**src/rtl/bank_pkg.sv**
```systemverilog
// bank_pkg: op and FSM state encodings shared by bank_ctrl and the bank top level
package bank_pkg;
    typedef enum logic [1:0] {
        OP_WRITE   = 2'b00,
        OP_SEARCH  = 2'b01,
        OP_MAC     = 2'b10,
        OP_ILLEGAL = 2'b11
    } op_t;
    typedef enum logic [1:0] {
        IDLE  = 2'b00,
        SETUP = 2'b01,
        FIRE  = 2'b10
    } state_t;
endpackage

```
**src/rtl/bank_ctrl.sv**
```systemverilog
// bank_ctrl: sequences WRITE, SEARCH and 4-row MAC operations onto the 4x4 bank decoder
module bank_ctrl
    import bank_pkg::*;
(
    input  logic       clk,
    input  logic       rst,
    input  logic       cmd_valid,
    output logic       cmd_ready,
    input  logic [1:0] cmd_op,
    input  logic [1:0] cmd_addr,
    input  logic [3:0] cmd_data,
    input  logic [3:0] cmd_mask,
    output logic       cs,
    output logic       clk_copy,
    output logic       w_en,
    output logic       mac_en,
    output logic       read_bar,
    output logic [1:0] addr,
    output logic [3:0] data,
    output logic [3:0] data_bar,
    output logic       row_valid,
    output logic       done,
    output logic       err
);
    state_t     state, state_n;
    op_t        op_q, op_n;
    logic [1:0] addr_q, addr_n, row_q, row_n;
    logic [3:0] data_q, data_n, mask_q, mask_n;
    logic       take, ill, in_op, wr, sr, mc, fin;

    assign cmd_ready = (state == IDLE) && !rst;
    assign take      = cmd_valid && cmd_ready;

    always_comb begin
        state_n = state;
        op_n    = op_q;
        addr_n  = addr_q;
        data_n  = data_q;
        mask_n  = mask_q;
        row_n   = row_q;
        ill     = 1'b0;
        if (state == IDLE) begin
            if (take) begin
                op_n    = op_t'(cmd_op);
                addr_n  = cmd_addr;
                data_n  = cmd_data;
                mask_n  = cmd_mask;
                row_n   = 2'd0;
                ill     = op_t'(cmd_op) == OP_ILLEGAL;
                state_n = ill ? IDLE : SETUP;
            end
        end else if (state == SETUP) begin
            state_n = FIRE;
        end else if (op_q == OP_MAC && row_q != 2'd3) begin
            row_n   = row_q + 2'd1;
            state_n = SETUP;
        end else begin
            state_n = IDLE;
        end
    end

    // outputs are decoded from the next state so they register alongside it
    assign in_op = state_n != IDLE;
    assign wr    = in_op && op_n == OP_WRITE;
    assign sr    = in_op && op_n == OP_SEARCH;
    assign mc    = in_op && op_n == OP_MAC;
    assign fin   = state == FIRE && state_n == IDLE;

    always_ff @(posedge clk) begin
        if (rst) begin
            state     <= IDLE;
            op_q      <= OP_WRITE;
            addr_q    <= 2'd0;
            data_q    <= 4'd0;
            mask_q    <= 4'd0;
            row_q     <= 2'd0;
            cs        <= 1'b0;
            clk_copy  <= 1'b0;
            w_en      <= 1'b0;
            mac_en    <= 1'b0;
            read_bar  <= 1'b0;
            addr      <= 2'd0;
            data      <= 4'd0;
            data_bar  <= 4'd0;
            row_valid <= 1'b0;
            done      <= 1'b0;
            err       <= 1'b0;
        end else begin
            state     <= state_n;
            op_q      <= op_n;
            addr_q    <= addr_n;
            data_q    <= data_n;
            mask_q    <= mask_n;
            row_q     <= row_n;
            cs        <= in_op;
            clk_copy  <= state_n == FIRE;
            w_en      <= wr;
            mac_en    <= mc;
            read_bar  <= mc && !data_n[row_n];
            addr      <= wr ? addr_n : mc ? row_n : 2'd0;
            data      <= wr ? data_n : sr ? (data_n & ~mask_n) : 4'd0;
            data_bar  <= wr ? ~data_n : sr ? (~data_n & ~mask_n) : 4'd0;
            row_valid <= mc && state_n == FIRE;
            done      <= fin || ill;
            err       <= ill;
        end
    end
endmodule

```
**config.mk**
```make
export PLATFORM = sky130hd
export DESIGN_NAME = bank_ctrl
export DESIGN_NICKNAME = d
export VERILOG_FILES = /design/src/rtl/bank_pkg.sv /design/src/rtl/bank_ctrl.sv
export SDC_FILE = /design/constraint.sdc
export NUM_CORES = 1
export LEC_CHECK = 0
export BUFFER_PORTS_ARGS = -buffer_cell sky130_fd_sc_hd__buf_2
export CAP_MARGIN = 30
export CELL_PAD_IN_SITES_DETAIL_PLACEMENT = 2
export CELL_PAD_IN_SITES_GLOBAL_PLACEMENT = 2
export CORE_MARGIN = 4
export CORE_UTILIZATION = 32
export CTS_CLUSTER_DIAMETER = 150
export DETAILED_ROUTE_END_ITERATION = 8
export PLACE_DENSITY_LB_ADDON = 0.1
export SLEW_MARGIN = 20
export SYNTH_ARGS = -nofsm -noshare
export SYNTH_HDL_FRONTEND = slang
export SYNTH_SLANG_ARGS = --single-unit
```
**constraint.sdc**
```tcl
create_clock -name clk -period 3.74 [get_ports clk]
set_input_delay 0.187 -clock clk [delete_from_list [all_inputs] [get_ports clk]]
set_output_delay 0.187 -clock clk [all_outputs]
set_load 0.03 [all_outputs]
```
==> qor.json <==
{
  "synthesis.nets": 161,
  "final_net_count": 194,
  "core_um2": 3970,
  "synth_area_leader_cell": "sky130_fd_sc_hd__dfxtp_1",
  "ys_top_cells_by_area": "sky130_fd_sc_hd__dfxtp_1 (52%), sky130_fd_sc_hd__nand2_1 (7.4%), sky130_fd_sc_hd__nor2_1 (5.7%), sky130_fd_sc_hd__mux2i_1 (4.6%), sky130_fd_sc_hd__a21oi_1 (3.8%)",
  "globalRouteTotalUtil": 0.161,
  "period_needed_ns": 2.09,
  "placement.io_buffers": 33,
  "hold_path_class": "input port to flip-flop",
  "maxCapViolCount": 0,
  "yosys_register_bits": 34,
  "clock_path_buffers": 2,
  "place_congestion": 0.714,
  "synthCells": 145,
  "global_route_wire_length_before_repair_um": 6420,
  "total_switching_power_mw": 0.203,
  "routedWlPerCell_um": 16.6,
  "comb_power_share": 0.116,
  "n_antenna_cell": 0,
  "p_leak_nw": 0.724,
  "finalSetupViolCount": 0,
  "cts_resized": 0,
  "fmaxAchievable_mhz": 480,
  "tritoncts.num_buffers": 5,
  "post_cts_buffers": 0,
  "clock_power_share": 0.374,
  "via_count": 1167,
  "syn_area_per_cell_um2": 9.05,
  "yosysUniqueCellTypes": 32,
  "number_of_antenna_violations_at_the_first_check_in_global_routing": 0,
  "drt_first_iter_violations": 46,
  "cell_internal_pwr_mw": 0.555,
  "placed_area_um2": 1520,
  "dieArea_um2": 5190,
  "clock_tree.htree_level_count": 2,
  "routed_wirelength_um": 3800,
  "final_max_slew_viol_count": 0,
  "critical_path_class": "flip-flop to flip-flop",
  "finalNonFillerCells": 229,
  "post_route_cells_drive_above_1_share": 0.251,
  "tightestPinTransition_ns": 0.632,
  "peakVddDrop_v": 0.000197,
  "worst-endpoint-required_ns": 3.97,
  "start_util": 0.330,
  "drc_errors": 0,
  "numClockSinks": 34,
  "avgViaCountPerCell": 5.10,
  "finalCoreUtilization": 0.405,
  "finalInstanceArea_um2": 1610,
  "share_of_the_clock_period_used_by_the_worst_path_after_layout": 0.558,
  "die_x_um": 72.0,
  "status": "complete, no violations",
  "slew-limit-headroom": 0.579,
  "first_global_vias": 1334,
  "areal_power_density_over_the_cells_nw_per_um2": 471,
  "worstSkewPairLatency_ns": 0.28,
  "hpwlAfterDp_um": 2830,
  "route.antenna.remaining_nets": 0,
  "synthDominantCellAreaShare": 0.519,
  "rsz0062_at_grt": "false",
  "worst_setup_path_start_kind": "flip-flop",
  "die_height_um": 72.0,
  "post_synth_instance_area_um2": 1310,
  "finalHoldViolCount": 0,
  "hold_bufs_inserted_after_cts": 0,
  "yosysSeqAreaShare": 0.519,
  "arrival_ns": 2.32,
  "clock_skew_ns": 0.00472,
  "cts_tree": "yes",
  "grt_overflow_total": 0,
  "detail_route.first_pass.iterations": 4,
  "placed_cells_incl_taps": 221,
  "area.growth.synth_to_final_pct": 22.7,
  "ys.warnings.count": 0,
  "sw_frac_of_total": 0.268,
  "io_pins": 34,
  "power_frac_seq": 0.511,
  "placement_rows": 23,
  "clockRootBuffer": "sky130_fd_sc_hd__clkbuf_8",
  "critical_path.max_fanout": 15,
  "pin_count_of_the_biggest_net_entering_global_routing": 23,
  "cp-end-kind": "flip-flop",
  "totalNegativeSetupSlack_ns": 0,
  "path_clk_slew_ns": 0.07
}
==> routing by layer <==
layer / wire [um] / global-route usage / up-vias
met5: 0 / 0 / -
li1: - / - / 557
met3: 143 / 0.0319 / 8
met2: 2000 / 0.295 / 24
met1: 1580 / 0.182 / 578
met4: 71 / 0.0626 / 0
==> layout by cell type, fill, tap and decap left out <==
cell type                    synthesis  routed
sky130_fd_sc_hd__a2111o_1            1       1
sky130_fd_sc_hd__a211oi_1            1       1
sky130_fd_sc_hd__a21boi_1            1       1
sky130_fd_sc_hd__a21oi_1            10      10
sky130_fd_sc_hd__a221o_1             2       2
sky130_fd_sc_hd__a22oi_1             4       4
sky130_fd_sc_hd__buf_2               2      33
sky130_fd_sc_hd__buf_4               0       1
sky130_fd_sc_hd__clkbuf_8            0       6
sky130_fd_sc_hd__clkinv_2            0       1
sky130_fd_sc_hd__clkinvlp_4          0       1
sky130_fd_sc_hd__dfxtp_1            34      34
sky130_fd_sc_hd__ha_1                1       1
sky130_fd_sc_hd__inv_1               5       5
sky130_fd_sc_hd__mux2i_1             6       6
sky130_fd_sc_hd__mux4_2              1       1
sky130_fd_sc_hd__nand2_1            26      26
sky130_fd_sc_hd__nand2b_1            2       2
sky130_fd_sc_hd__nand3_1             1       1
sky130_fd_sc_hd__nand3b_1            2       2
sky130_fd_sc_hd__nand4bb_1           1       1
sky130_fd_sc_hd__nor2_1             20      20
sky130_fd_sc_hd__nor2b_1             5       5
sky130_fd_sc_hd__nor3_1              4       4
sky130_fd_sc_hd__nor4b_2             1       1
sky130_fd_sc_hd__o211a_1             1       1
sky130_fd_sc_hd__o21ai_0             1       1
sky130_fd_sc_hd__o21ai_1             1       1
sky130_fd_sc_hd__o2bb2ai_1           1       1
sky130_fd_sc_hd__o311a_1             1       1
sky130_fd_sc_hd__o32a_1              1       1
sky130_fd_sc_hd__or3b_2              1       1
sky130_fd_sc_hd__or4b_1              1       1
sky130_fd_sc_hd__xor2_1              1       1
==> power groups by stage <==
stage	Sequential [mW]	Combinational, mW	Clock [mW]
after floorplan	0.409	0.0417	0
after CTS	0.387	0.0895	0.288
after global placement	0.394	0.0856	0
final	0.387	0.0879	0.283
after global routing	0.389	0.0962	0.309
after detailed placement	0.396	0.0888	0
==> through the flow <==
| stage | setup WS (ns) | hold slack, ns | power, mW |
|---|---|---|---|
| after floorplan | 2.10 | 0.323 | 0.451 |
| after global placement | 1.60 | 0.432 | 0.480 |
| after detailed placement | 1.53 | 0.437 | 0.484 |
| after CTS | 1.67 | 0.140 | 0.765 |
| after global routing | 1.53 | 0.152 | 0.794 |
| final | 1.65 | 0.146 | 0.758 |
==> critical path, cell delays in order (launching register included) <==
cell and delay (ns):
sky130_fd_sc_hd__dfxtp_1 0.36, sky130_fd_sc_hd__or4b_1 0.85, sky130_fd_sc_hd__mux2i_1 0.23, sky130_fd_sc_hd__a211oi_1 0.39, sky130_fd_sc_hd__a221o_1 0.20
==> state kept, by name (all words and copies together), names as in the netlist <==
register / flops
cs: 1
done: 1
read_bar: 1
mac_en: 1
state: 2
data: 4
addr_q: 2
data_q: 4
data_bar: 4
addr: 2
err: 1
row_valid: 1
row_q: 2
mask_q: 4
op_q: 2
clk_copy: 1
w_en: 1
==> final timing paths <==
check / start / endpoint / slack, ns / cells after the start
max: state[0]$_SDFF_PP0_ / addr[1]$_SDFF_PP0_ / 1.65 / 4
max reg2reg: state[0]$_SDFF_PP0_ / addr[1]$_SDFF_PP0_ / 1.65 / 4
min reg2reg: mask_q[3]$_SDFF_PP0_ / mask_q[3]$_SDFF_PP0_ / 0.47 / 2
min: cmd_addr[1] / addr[1]$_SDFF_PP0_ / 0.15 / 2
==> area by class of cell <==
cell class | instances | area, um2
Clock buffer | 6 | 82.6
Fill cell | 455 | 2360
Multi-Input combinational cell | 98 | 581
Inverter | 5 | 18.8
Tap cell | 50 | 62.6
Timing Repair Buffer | 34 | 173
Clock inverter | 2 | 12.5
Sequential cell | 34 | 681
==> synth_stat cells (all sizes together) <==
cell type,number
o311a,1
nor2,20
a221o,2
mux2i,6
a21oi,10
o32a,1
a21boi,1
nor4b,1
nand2b,2
nor2b,5
a22oi,4
mux4,1
nand3,1
o21ai,2
dfxtp,34
clkbuf,5
or4b,1
a211oi,1
nand4bb,1
nor3,4
nand2,26
xor2,1
buf,3
a2111o,1
inv,5
or3b,1
ha,1
o2bb2ai,1
o211a,1
nand3b,2
==> cells by family (layout without fill, tap and decap cells) <==
group | count (synthesis) | count (layout) | synth area share
simple gates | 64 | 64 | 0.230
flops | 34 | 34 | 0.519
compound gates | 25 | 25 | 0.133
fa+ha+maj | 1 | 1 | 0.00953
buf+inv | 13 | 47 | 0.0391
xor+xnor | 1 | 1 | 0.00667
mux | 7 | 7 | 0.0629
(Power assumes the default switching activity.)
